File: src/rtl/pe_pkg.sv
// Shared constants for the PE feeder: PE word map, control/status bits, FSM encoding and the
// timeout result pattern.
package pe_pkg;

   localparam int unsigned PE_ADDR_OP_A   = 0;
   localparam int unsigned PE_ADDR_OP_B   = 1;
   localparam int unsigned PE_ADDR_CTRL   = 2;
   localparam int unsigned PE_ADDR_STATUS = 3;
   localparam int unsigned PE_ADDR_RESULT = 4;

   localparam int unsigned PE_CTRL_START_BIT  = 0;
   localparam int unsigned PE_STATUS_DONE_BIT = 0;

   localparam logic [31:0] PE_TIMEOUT_PATTERN = 32'hDEAD_BEEF;

   // Feeder state encoding
   typedef logic [3:0] feeder_state_t;

   localparam feeder_state_t ST_IDLE     = 4'd0;
   localparam feeder_state_t ST_WR_A     = 4'd1;
   localparam feeder_state_t ST_WR_B     = 4'd2;
   localparam feeder_state_t ST_START    = 4'd3;
   localparam feeder_state_t ST_POLL_REQ = 4'd4;
   localparam feeder_state_t ST_POLL_CHK = 4'd5;
   localparam feeder_state_t ST_RD_REQ   = 4'd6;
   localparam feeder_state_t ST_RD_CAP   = 4'd7;
   localparam feeder_state_t ST_OUT      = 4'd8;

endpackage

File: src/rtl/pe_feeder.sv
// Feeds operand pairs to a memory-mapped PE, polls its status and returns the result.
// Optional PE_FEEDER_TIMEOUT_EN bounds polling and reports a sticky timeout on err_o.
module pe_feeder
   import pe_pkg::*;
#(
   parameter int unsigned ADDR_W   = 3,
   parameter int unsigned POLL_MAX = 255
) (
   input  logic              clk,
   input  logic              reset_n,
   input  logic              in_valid,
   output logic              in_ready,
   input  logic [31:0]       in_a,
   input  logic [31:0]       in_b,
   output logic              out_valid,
   input  logic              out_ready,
   output logic [31:0]       out_data,
   output logic              req_o,
   output logic [3:0]        wen_o,
   output logic [ADDR_W-1:0] addr_o,
   output logic [31:0]       wdata_o,
   input  logic [31:0]       rdata_i,
   output logic              busy_o,
   output logic              err_o
);

   feeder_state_t state_q, state_d;
   logic [31:0]   op_a_q, op_b_q;
   logic [31:0]   out_data_q;
   logic [7:0]    poll_cnt_q;
   logic          status_done;
   logic          timeout_hit;
   logic          poll_miss;

   assign status_done = rdata_i[PE_STATUS_DONE_BIT];
   assign poll_miss   = (state_q == ST_POLL_CHK) && !status_done;

`ifdef PE_FEEDER_TIMEOUT_EN
   logic err_q;

   assign timeout_hit = (32'(poll_cnt_q) == POLL_MAX);

   always_ff @(posedge clk or negedge reset_n) begin
      if (!reset_n) begin
         err_q <= 1'b0;
      end else if (poll_miss && timeout_hit) begin
         err_q <= 1'b1;
      end
   end

   assign err_o = err_q;
`else
   assign timeout_hit = 1'b0;
   assign err_o       = 1'b0;
`endif

   always_comb begin
      state_d = state_q;
      case (state_q)
         ST_IDLE:     if (in_valid) state_d = ST_WR_A;
         ST_WR_A:     state_d = ST_WR_B;
         ST_WR_B:     state_d = ST_START;
         ST_START:    state_d = ST_POLL_REQ;
         ST_POLL_REQ: state_d = ST_POLL_CHK;
         ST_POLL_CHK: begin
            if (status_done) begin
               state_d = ST_RD_REQ;
            end else if (timeout_hit) begin
               state_d = ST_OUT;
            end else begin
               state_d = ST_POLL_REQ;
            end
         end
         ST_RD_REQ:   state_d = ST_RD_CAP;
         ST_RD_CAP:   state_d = ST_OUT;
         ST_OUT:      if (out_ready) state_d = ST_IDLE;
         default:     state_d = ST_IDLE;
      endcase
   end

   always_ff @(posedge clk or negedge reset_n) begin
      if (!reset_n) begin
         state_q    <= ST_IDLE;
         op_a_q     <= 32'h0;
         op_b_q     <= 32'h0;
         poll_cnt_q <= 8'h0;
         out_data_q <= 32'h0;
      end else begin
         state_q <= state_d;
         if ((state_q == ST_IDLE) && in_valid) begin
            op_a_q     <= in_a;
            op_b_q     <= in_b;
            poll_cnt_q <= 8'h0;
         end
         // Counter saturates so a long-running PE never aliases back to a small count
         if (poll_miss && (poll_cnt_q != 8'hFF)) begin
            poll_cnt_q <= poll_cnt_q + 8'd1;
         end
         if (state_q == ST_RD_CAP) begin
            out_data_q <= rdata_i;
         end else if (poll_miss && timeout_hit) begin
            out_data_q <= PE_TIMEOUT_PATTERN;
         end
      end
   end

   always_comb begin
      req_o   = 1'b0;
      wen_o   = 4'h0;
      addr_o  = '0;
      wdata_o = 32'h0;
      case (state_q)
         ST_WR_A: begin
            req_o   = 1'b1;
            wen_o   = 4'hF;
            addr_o  = ADDR_W'(PE_ADDR_OP_A);
            wdata_o = op_a_q;
         end
         ST_WR_B: begin
            req_o   = 1'b1;
            wen_o   = 4'hF;
            addr_o  = ADDR_W'(PE_ADDR_OP_B);
            wdata_o = op_b_q;
         end
         ST_START: begin
            req_o   = 1'b1;
            wen_o   = 4'hF;
            addr_o  = ADDR_W'(PE_ADDR_CTRL);
            wdata_o = 32'h1 << PE_CTRL_START_BIT;
         end
         ST_POLL_REQ: begin
            req_o  = 1'b1;
            addr_o = ADDR_W'(PE_ADDR_STATUS);
         end
         ST_RD_REQ: begin
            req_o  = 1'b1;
            addr_o = ADDR_W'(PE_ADDR_RESULT);
         end
         default: ;
      endcase
   end

   assign in_ready  = (state_q == ST_IDLE);
   assign busy_o    = (state_q != ST_IDLE);
   assign out_valid = (state_q == ST_OUT);
   assign out_data  = out_data_q;

endmodule
File: config.mk
export PLATFORM = sky130hd
export DESIGN_NAME = pe_feeder
export DESIGN_NICKNAME = d
export VERILOG_FILES = /design/src/rtl/pe_pkg.sv /design/src/rtl/pe_feeder.sv
export SDC_FILE = /design/constraint.sdc
export NUM_CORES = 1
export LEC_CHECK = 0
export ABC_AREA = 1
export BUFFER_PORTS_ARGS = -buffer_cell sky130_fd_sc_hd__clkbuf_2
export CORE_MARGIN = 2
export CORE_UTILIZATION = 30
export DETAILED_ROUTE_END_ITERATION = 8
export PLACE_DENSITY = 0.58
export SETUP_SLACK_MARGIN = 0.5
export SLEW_MARGIN = 20
export SYNTH_ARGS = -nofsm -noshare
export SYNTH_HDL_FRONTEND = slang
export SYNTH_SLANG_ARGS = --single-unit
File: constraint.sdc
create_clock -name clk -period 3.75 [get_ports clk]
set_input_delay 0.9375 -clock clk [delete_from_list [all_inputs] [get_ports clk]]
set_output_delay 0.9375 -clock clk [all_outputs]
set_load 0.01 [all_outputs]
==> metrics.txt <==
vias in the first global route 4153; most frequent cells in the layout 268 x nand2_1, 173 x clkbuf_2, 100 x dfrtp_1, 69 x nand3_1, 64 x nand4_1; Setup TNS Final 0 ns; clk_skew 0.00422 ns; Leak 3.34 nW; worst hold path depth 2; largest family of logic cells by synthesized area simple AND/OR/NAND/NOR gates; top-level I/O count 176; Worst Path Max Fanout 31; leading cell type in the layout, fill and taps excluded nand2_1; Relative slew margins 52.6%; DRT antenna net count 0; vias per inst 4.75; Post-Synth XOR/XNOR Area 0%; Initial Util 30.6%; worst slew pin tran 0.709 ns; clock root cell clkbuf_16; WL met1 6.43 mm; GP Congestion 0.800; complex-gate fraction of the synthesized area 0.243%; Fmax achieved 348 MHz; total of max-cap violations 0; Crit Reg-Reg Endpoint out_data[23]; most used cell along the critical path inv_1; largest net degree at the start of global routing 66; area share of fa/ha/maj cells after synthesis 0%; PD cells 856 nW/um^2; first-pass GRT wire length 22.2 mm; FF-to-FF setup slack 1.68 ns; Synth top area share 54.0%; Synthesized Nets 677; Syn Inst Count 577; CTS max path bufs 2; final wirelength 14.2 mm; core box area 15100 sq um; type of the worst min-delay path reg2reg; RSZ-0062 raised after global routing no; Synth area leader dfrtp_1; required time worst endpoint 2.81 ns; Tcrit/Tclk final 76.6%; cts hold-fix bufs 0; PostCTS Resize Cnt 0; grt ovf 0; via count 4328; CP Cell Sequence nor2_4 -> inv_1 -> nor2_1 -> inv_1 -> clkbuf_2; ant diodes 0; postcts setup bufs 0; wire length on met3 721 um; Synth Area in Simple Gates 39.4%; Final HPWL DP 9.32 mm; sequential fraction of the synthesis area 54.0%; DRC violations left 0; peak supply drop 0.000428 V; Reg2Reg Depth 6; Slowest-stage cell, CP nor2_4; Die Wd 128 um; post-route minimum period 2.87 ns; Worst setup EP type primary output; Die H 128 um; top sig layer met4; RR Startpoint state_q[3]; top area cells in the synthesized netlist dfrtp_1 54%, nand2_1 22%, nand4_1 8.6%, nand3_1 7.5%, buf_2 3.5%; Syn-to-layout area delta 25.8%; outcome completed; initial antenna violation count 0; hold_sp out_data[12]; full die area 16500 sq um; TritonRoute pass-1 iters 5; CP startpoint state_q[0]; mapped cell area 4630 sq um; Yosys warning total 0; Core Rows 45; Max stage delay on crit path 0.60 ns; Total Routing Usage GR 17.3%; mux cell area share after synthesis 0%; # setup viols final 0; clock sinks 100; startpoint types flip-flop; FF+latch count, synth 100; port bufs 174; wire per inst 15.6 um; DRT iter0 DRCs 183; worst-skew pair later-pin latency 0.35 ns; Tot Pwr 4.99 mW; Final Hold Fails 0; Critical Path Sink busy_o; CTS tree done; met2 wire len 6.85 mm; syn_area_per_cell 8.03 sq um; Final Max Slew Viols 0; Netlist cell types 20; share of layout cells above drive strength 1 28.5%; CTS clk-pin slew, worst paths 0.07 ns; number of CTS-inserted buffers 9; Layout Nets 820; htree depth 3; kind of critical path reg2out; CP arrival 1.93 ns
report_power, final:
group          internal (mW)  switching, mW
combinational          0.723           1.52
clock                  0.443          0.409
sequential              1.60          0.296
total                   2.76           2.23
cell families (layout without fill, tap and decap cells):
kind of cell,Yosys count,in the layout
AND/OR/NAND/NOR,414,414
flip-flops,100,100
buffers and inverters,60,207
AO/OA/AOI/OAI,2,2
other,1,1
registers in the layout (all words and copies together) (netlist names):
register / cells
op_a_q: 32
op_b_q: 32
out_data: 32
state_q: 4
cell type report:
| class | count | area [sq um] |
|---|---|---|
| clock buffer | 10 | 229 |
| clock inverter | 5 | 30.0 |
| fill | 1593 | 9320 |
| inverter | 10 | 37.5 |
| multi-input combinational | 417 | 1850 |
| sequential | 100 | 2500 |
| tap | 188 | 235 |
| timing repair buffer | 182 | 946 |
synthesized netlist by cell type (all sizes together):
cell,instances
buf,44
inv,10
o21ai,1
nand4,64
clkbuf,6
nand3,70
nor2,9
or2,1
nor3,1
dfrtp,100
o22ai,1
nand2,269
conb,1
layer usage:
| layer | GRT usage [%] | vias to the layer above |
|---|---|---|
| met5 | 0 | - |
| met4 | 6.27 | 0 |
| met3 | 2.88 | 17 |
| met2 | 27.4 | 128 |
| met1 | 23.8 | 2008 |
| li1 | - | 2175 |
metrics by stage:
stage               cells  hold WS, ns  cell area [sq um]  util [%]  worst slack (ns)
detailed placement    897        0.457               5570      36.8              1.24
floorplan             577        0.442               4630         -              1.62
global placement      897        0.454               5570      36.8              1.24
CTS                   912        0.474               5830      38.5             0.834
finish                912        0.469               5830      38.5             0.879
global route          912        0.489               5830      38.5             0.680
worst min-delay path by stage:
stage,end,slack [ns]
after floorplan,op_a_q[0],0.44
after global placement,op_a_q[9],0.45
after detailed placement,out_data[26],0.46
after CTS,out_data[26],0.47
after global routing,op_b_q[19],0.49
final,out_data[12],0.47
worst max-delay path, delay by kind of cell, from the launching register on:
| family | cells | cell delay (ns) |
|---|---|---|
| buffers and inverters | 3 | 0.35 |
| DFF | 1 | 0.46 |
| and+or+nand+nor | 2 | 0.78 |
(Power assumes the default switching activity.)
